File: config.mk
export PLATFORM = sky130hd
export DESIGN_NAME = inst_fetch
export DESIGN_NICKNAME = d
export VERILOG_FILES = /design/src/rtl/inst_fetch.sv
export SDC_FILE = /design/constraint.sdc
export NUM_CORES = 2
export LEC_CHECK = 0
export ABC_CLOCK_PERIOD_IN_PS = 5650
export CAP_MARGIN = 20
export CORE_MARGIN = 2
export CORE_UTILIZATION = 55
export CTS_BUF_LIST = sky130_fd_sc_hd__clkbuf_16
export DETAILED_ROUTE_END_ITERATION = 10
export PLACE_DENSITY = 0.74
export SETUP_SLACK_MARGIN = 0.15
export SYNTH_ARGS = -nofsm -noshare
export SYNTH_HDL_FRONTEND = slang
export SYNTH_SLANG_ARGS = --single-unit
File: constraint.sdc
create_clock -name clk_in -period 5.65 [get_ports clk_in]
set_input_delay 0.8475 -clock clk_in [delete_from_list [all_inputs] [get_ports clk_in]]
set_output_delay 0.8475 -clock clk_in [all_outputs]
set_load 0.01 [all_outputs]
File: src/rtl/inst_fetch.sv
// inst_fetch: front-end fetch stage feeding the instruction queue.
//
// Keeps the fetch PC and looks it up in a direct-mapped, one-word-per-line
// instruction cache. A miss parks the stage in WAIT and issues a refill to
// the memory controller. Each hit is pushed to the instruction queue (when
// it has room), and the branch predictor supplies the next PC. The ROB and
// the decoder can redirect the PC; the ROB has priority.
//
// Ports:
//   clk_in, rst_n_in, rdy_in         clock, sync active-low reset, global stall
//   if_mc_en_out/addr_out            refill request (held until done)
//   mc_if_done_in/data_in            refill completion pulse and word
//   if_bp_pc_out/inst_out            current PC and looked-up word to predictor
//   bp_if_pc_in                      predicted next PC
//   instqueue_if_rdy_in              queue can accept a word
//   if_instqueue_en/inst/pc_out      push strobe, word, and its PC
//   rob_if_rst_in/pc_in              ROB redirect
//   decoder_if_rst_in/pc_in          decoder redirect
module inst_fetch #(
    parameter int          ICacheLines = 64,
    parameter int          IndexWidth  = 6,
    parameter logic [31:0] ResetPC     = 32'h0
) (
    input  logic        clk_in,
    input  logic        rst_n_in,
    input  logic        rdy_in,
    output logic        if_mc_en_out,
    output logic [31:0] if_mc_addr_out,
    input  logic        mc_if_done_in,
    input  logic [31:0] mc_if_data_in,
    output logic [31:0] if_bp_pc_out,
    output logic [31:0] if_bp_inst_out,
    input  logic [31:0] bp_if_pc_in,
    input  logic        instqueue_if_rdy_in,
    output logic        if_instqueue_en_out,
    output logic [31:0] if_instqueue_inst_out,
    output logic [31:0] if_instqueue_pc_out,
    input  logic        rob_if_rst_in,
    input  logic [31:0] rob_if_pc_in,
    input  logic        decoder_if_rst_in,
    input  logic [31:0] decoder_if_pc_in
);

    localparam int TagWidth = 30 - IndexWidth;

    typedef enum logic {FETCH, WAIT} state_t;

    state_t state, state_next;

    logic [31:0]            pc;
    logic [ICacheLines-1:0] valid;
    logic [TagWidth-1:0]    tag_mem  [ICacheLines];
    logic [31:0]            data_mem [ICacheLines];

    logic [IndexWidth-1:0]  index, miss_index;
    logic [TagWidth-1:0]    tag, miss_tag;
    logic                   hit, fill, redirect;
    logic [31:0]            redirect_pc;

    assign index       = pc[IndexWidth+1:2];
    assign tag         = pc[31:IndexWidth+2];
    assign hit         = valid[index] && (tag_mem[index] == tag);
    // A fill only completes a request that is actually outstanding.
    assign fill        = (state == WAIT) && mc_if_done_in;
    assign redirect    = rob_if_rst_in || decoder_if_rst_in;
    assign redirect_pc = rob_if_rst_in ? rob_if_pc_in : decoder_if_pc_in;

    assign if_bp_pc_out   = pc;
    assign if_bp_inst_out = data_mem[index];

    // A redirect in FETCH suppresses the miss request for the old-path PC;
    // a redirect in WAIT never cancels the outstanding refill.
    always_comb begin
        state_next = state;
        case (state)
            FETCH: if (!redirect && !hit) state_next = WAIT;
            WAIT:  if (mc_if_done_in)     state_next = FETCH;
            default: state_next = FETCH;
        endcase
    end

    always_ff @(posedge clk_in) begin
        if (!rst_n_in)   state <= FETCH;
        else if (rdy_in) state <= state_next;
    end

    always_ff @(posedge clk_in) begin
        if (!rst_n_in) begin
            pc                    <= ResetPC;
            valid                 <= '0;
            miss_index            <= '0;
            miss_tag              <= '0;
            if_mc_en_out          <= 1'b0;
            if_mc_addr_out        <= 32'h0;
            if_instqueue_en_out   <= 1'b0;
            if_instqueue_inst_out <= 32'h0;
            if_instqueue_pc_out   <= 32'h0;
        end else if (rdy_in) begin
            if (fill) begin
                valid[miss_index] <= 1'b1;
                if_mc_en_out      <= 1'b0;
            end
            if (redirect) begin
                pc                  <= redirect_pc;
                if_instqueue_en_out <= 1'b0;
            end else if (state == FETCH) begin
                if (hit) begin
                    if (instqueue_if_rdy_in) begin
                        if_instqueue_en_out   <= 1'b1;
                        if_instqueue_inst_out <= data_mem[index];
                        if_instqueue_pc_out   <= pc;
                        pc                    <= bp_if_pc_in;
                    end else begin
                        if_instqueue_en_out <= 1'b0;
                    end
                end else begin
                    if_instqueue_en_out <= 1'b0;
                    miss_index          <= index;
                    miss_tag            <= tag;
                    if_mc_en_out        <= 1'b1;
                    if_mc_addr_out      <= pc;
                end
            end else begin
                if_instqueue_en_out <= 1'b0;
            end
        end
    end

    // Line payload needs no reset; the valid bits gate every use of it.
    always_ff @(posedge clk_in) begin
        if (rst_n_in && rdy_in && fill) begin
            data_mem[miss_index] <= mc_if_data_in;
            tag_mem[miss_index]  <= miss_tag;
        end
    end

endmodule

=== Word level (Yosys, flattened, before mapping) ===
Memory sizes are Yosys's and may differ from the RTL's. A register that Yosys moved wholly into a read port is not among the register bits.
Cells that the tools add are included.

* $lt $le $gt $ge: 3
* Equality and inequality tests: 2
* Mux-type cells: 26
* Bitwise logic cells: 4
* Reduce and logical (&&, ||, !) cells: 15

{| class="wikitable"
|+ Operators with widths
! cell !! count
|-
| 32-bit two-way mux || 5
|-
| 64-bit bitwise OR || 1
|-
| 24-bit equality test || 1
|-
| 6-bit two-way mux || 4
|-
| 6-bit by 7-bit less-than comparator with 1-bit output, second input constant || 2
|-
| 1-bit two-way mux || 14
|-
| 4-bit AND reduction || 2
|-
| 1-bit binary-select mux with 6-bit select || 1
|-
| 1-bit demux with 6-bit select || 1
|-
| 6-bit by 1-bit >= comparator with 1-bit output, second input constant || 1
|-
| 1-bit logical AND || 6
|-
| 5-bit AND reduction || 1
|-
| 2-bit nonzero test || 2
|-
| 1-bit NOT || 3
|-
| 1-bit logical NOT || 2
|-
| 2-bit by 1-bit != test with 1-bit output, second input constant || 1
|-
| 1-bit case mux with 2 select lines || 1
|-
| 2-bit AND reduction || 1
|-
| 1-bit logical OR || 1
|}

* Bits in registers: 225
* Memory bits (writable): 3584
* Input port bits: 135
* Output and inout bits: 162
* Word-level logic and storage cells: 62
* Memories kept: 2

{| class="wikitable"
|+ Memory list
! memory !! depth !! bits a word !! rd ports !! clocked after Yosys merged registers in !! write ports !! RTL line !! RTL
|-
| data_mem || 64 || 32 || 1 || 1 || 1 || 53 || <nowiki>logic [31:0] data_mem [ICacheLines];</nowiki>
|-
| tag_mem || 64 || 24 || 1 || 1 || 1 || 52 || <nowiki>logic [TagWidth-1:0] tag_mem [ICacheLines];</nowiki>
|}

=== Logic depth before layout (Yosys ltp) ===
* Word-level depth: 8
* Mapped depth: 20
* Gate-level depth less buffers: 10

=== Worst setup path before layout ===
OpenSTA, ideal clock, no wires.

* Path kind: input to register
* From: input rst_n_in
* To: memory data_mem[30][0] (enable)
* Setup time: 0.472 ns
* Arrival: 4.212 ns
* Slack: 0.966 ns
* Cell stages on the path: 5
* Buffers on the path: 1
* Path through: clkbuf_1 inv_1 nor3b_1 nand3_1 nor2_1

* Word-level cells in the longest chain between the ends: 4

{| class="wikitable"
|+ Ends and longest elaborated chain
! item !! RTL line !! RTL
|-
| start, declared || 25 || <nowiki>input logic rst_n_in,</nowiki>
|-
| 1-bit logical AND (2 in series) || 131 || <nowiki>if (rst_n_in && rdy_in && fill) begin</nowiki>
|-
| 1-bit two-way mux || 131 ||
|-
| 1-bit two-way mux (not written as such) || 132 || <nowiki>data_mem[miss_index] <= mc_if_data_in;</nowiki>
|-
| end, declared || 53 ||
|}

No other way between the ends.

==> run metrics <==
status complete, no violations; net count of the mapped netlist 6795; top cell family by delay on the critical path buffers and inverters; number of fill cells 16800; FF-to-FF setup slack ~0.33 ns; cell chain of the critical path buf_12 > buf_12 > buf_16 > mux4_2 > mux4_2 > a211oi_1 > a31oi_1 > clkdlybuf4s50_1; die outline height 518 um; simple-gate share of the synthesized area approximately 1.9%; data arrival time of the critical path 4.58 ns; worst path setup slack after routing 0.224 ns; logic depth of the worst register-to-register path 14; H-tree level count 5; average footprint of a synthesized cell around 22 um^2; Top FF cell, synth sky130_fd_sc_hd__edfxtp_1; headroom to the max-slew limit between 20% and 30%; cell-internal power roughly 46 mW; terminus of the critical flop-to-flop path if_bp_pc_out[7]$_SDFFE_PN0P_; TNS Setup 0 ns; clock transition at the register clock pins on the worst setup and hold paths after CTS 0.07 ns; Post-Synth XOR/XNOR Area 0.127%; CP peak stage delay 0.63 ns; switching power share of the total 21.3%; initial cell density of the core a little under three fifths; Port Buffers 296; count of warnings emitted by yosys 0; critical path class flip-flop to output port; part of the total power dissipated in sequential elements between 50% and 60%; Syn Std Cell Area ~150000 um^2; hold endpoint if_mc_addr_out[0]$_SDFFE_PN0P_; hold-fix buffers at CTS 0; Detail Route Antenna Nets 0; peak clock frequency supported by timing ~0.18 GHz; cell count after synthesis 6660; relative contribution of combinational cells to total power under 10%; worst setup slack after placement 0.400 ns; leakage power between 50 and 60 nW; maximum capacitance violations 0; Worst IR Drop VDD between 0.3 and 0.4 mV; adder and majority cell fraction of the synthesized area 0%; count of non-filler cells in the finished layout 11100; Setup Skew 0.0802 ns; clk buf depth 4; crit path launch type flip-flop; Yosys top cell area share 74.1%; sequential share of the synthesized area between 70 and 80%; maximum fanout count along the critical path 32; IO Count 297; clock insertion delay at the later pin of the skew report 0.98 ns; top cell type by total area after synthesis sky130_fd_sc_hd__edfxtp_1; overall die area 268000 um^2; Core Box Area 263000 um^2; number of enable flip-flop cells after synthesis 3584; worst min path class primary input to flip-flop; drt wl/cell 41.3 um; max-slew violations 0; via count just under 80000; number of DRC violations after detailed-routing iteration 0 15000; worst-margin pin slew between 1 and 1.5 ns; share of cells above drive strength 1 26.0%; distinct cell type count of the synthesized netlist just under 70; placed cell count 10400; largest family of logic cells by synthesized area multiplexers; register bit total from synthesis 3785; minimum clock period after layout 5.43 ns; leftover overflow at the end of global routing 0; buffer cell driving the clock tree root sky130_fd_sc_hd__clkbuf_16; total wirelength of the detailed-routed design 460000 um; power density over the cells 347 nW/um^2; most frequent cells in the layout sky130_fd_sc_hd__edfxtp_1 (3584), sky130_fd_sc_hd__mux4_2 (943), sky130_fd_sc_hd__clkbuf_16 (385), sky130_fd_sc_hd__mux2i_1 (379), sky130_fd_sc_hd__clkdlybuf4s50_1 (271); cell count of the worst hold path 3; Clk pwr share 41.7%; pin count of the biggest net entering global routing 112; CTS tree built; vias in the first global route 77100; unrepaired setup endpoints after global routing true; TritonCTS Sinks about 3800; detailed-routing iteration count for the pre-antenna-repair pass 6; data required time at the worst endpoint about 4.8 ns; final hold violation count 0; initial antenna violation count 20; final-stage net count 7454; min-delay src rst_n_in; DRC viols 0; area taken by flip-flops and latches approximately 110000 um^2; layout-stage area growth over the synthesis result 15.0%; multiplexer fraction of the synthesized cell area around 17%; most common library cell in the layout ignoring fill and taps sky130_fd_sc_hd__edfxtp_1; RePlAce Congestion 0.880; leading post-synthesis cells by cell area sky130_fd_sc_hd__edfxtp_1 (74%), sky130_fd_sc_hd__mux4_2 (15%), sky130_fd_sc_hd__dfxtp_1 (2.8%); setup violators final 0; multi-input combinational cell area 32200 um^2; standard-cell rows ~190; Num CTS Buffers 380; first-pass GRT wire length 625000 um; compound-cell area share of the yosys netlist 2.39%; part of the cycle the worst path needs slightly below 100%; GRT Util Overall 33.9%; half-perimeter wire length after placement approximately 240000 um; vias per std cell 7.09; cell with the biggest individual delay on the critical path sky130_fd_sc_hd__mux4_2; width of the die 518 um; type of element capturing the critical path output port; Net Switching 12.4 mW; Post-synth ARST share 0%; worst path bufs/invs 4
[cells by family (layout without fill, tap and decap cells)]
| group | count (synthesis) | after routing |
|---|---|---|
| flip-flops | 3785 | 3785 |
| multiplexers | 1338 | 1338 |
| AND/OR/NAND/NOR | 593 | 593 |
| AO/OA/AOI/OAI | 529 | 529 |
| buffers and inverters | 394 | 1337 |
| XOR/XNOR | 21 | 21 |
| other | 0 | 22 |
[cell usage after synthesis, drive strengths merged (26+ instances only)]
cell type / count
mux2i: 379
nor2: 103
mux4: 943
o21ai: 122
clkbuf: 150
a22oi: 116
nand3: 136
dfxtp: 201
a21o: 64
buf: 239
a211oi: 26
a21oi: 94
edfxtp: 3584
nor2b: 30
nand2: 214
[worst reg2reg max path: cells and delay by family (launching register included)]
family / cells / cell delay (ns)
muxes: 2 / 0.77
buffers and inverters: 5 / 1.20
xor gates and xnor gates: 1 / 0.23
and+or+nand+nor: 4 / 1.83
AOI/OAI and AO/OA: 2 / 0.82
DFF: 1 / 0.37
[per-stage QoR]
| step | total power, mW | instance area (um^2) | utilization, % | hold slack, ns |
|---|---|---|---|---|
| detailed placement | 34.2 | 155000 | 59.0 | 0.436 |
| global placement | 34.2 | 155000 | 59.0 | 0.427 |
| floorplan | 32.9 | 145000 | - | 0.421 |
| CTS | 57.9 | 167000 | 63.6 | 0.206 |
| finish | 57.9 | 167000 | 63.7 | 0.255 |
| global route | 59.1 | 167000 | 63.7 | 0.238 |
[worst max-delay path by stage]
stage,cells past startpoint,slack [ns],end
floorplan,13,0.97,if_bp_inst_out[0]
global placement,13,0.45,if_bp_pc_out[8]$_SDFFE_PN0P_
detailed placement,13,0.40,if_bp_pc_out[28]$_SDFFE_PN0P_
CTS,7,0.15,if_bp_inst_out[12]
global route,8,0.12,if_bp_inst_out[10]
finish,8,0.22,if_bp_inst_out[10]
[sequential cells by signal, indices dropped and copies added, names as in the netlist, named ones only]
name                   cells
valid                     64
if_instqueue_en_out        1
if_instqueue_inst_out     32
if_bp_pc_out              32
if_instqueue_pc_out       32
state                      1
if_mc_en_out               1
if_mc_addr_out            32
data_mem                2048
tag_mem                 1536
[area by class of cell]
cell class                 count  share of cell area (%)
sequential                  3785                    66.8
multi-input combinational   2481                    19.3
clock buffer                 385                    5.76
timing repair buffer         666                    4.22
tap                         3515                    2.63
clock inverter               281                    1.24
antenna                       22                  0.0329
inverter                       5                  0.0195
[layer usage]
metal | global-route usage [%] | routed length [um] | vias to the layer above
li1 | - | - | 29300
met2 | 52.6 | 215000 | 7212
met4 | 19.4 | 31500 | 16
met3 | 8.36 | 64600 | 1428
met5 | 0 | 109 | -
met1 | 44.3 | 149000 | 41000
[what timing repair did]
item / 4_1_cts / 5_1_grt
gates cloned: 3 / 0
buffers inserted: 8 / 1
endpoints found under the setup margin: 32 / 12
gates resized for setup: 9 / 7
[power groups by stage]
stage | Clock [mW] | Sequential (mW) | Combinational (mW)
after floorplan | 0 | 31.2 | 1.74
after global placement | 0 | 31.3 | 2.92
after detailed placement | 0 | 31.3 | 2.97
after CTS | 24.2 | 30.7 | 3.05
after global routing | 25.3 | 30.6 | 3.20
final | 24.2 | 30.6 | 3.10
(Power assumes the default switching activity.)
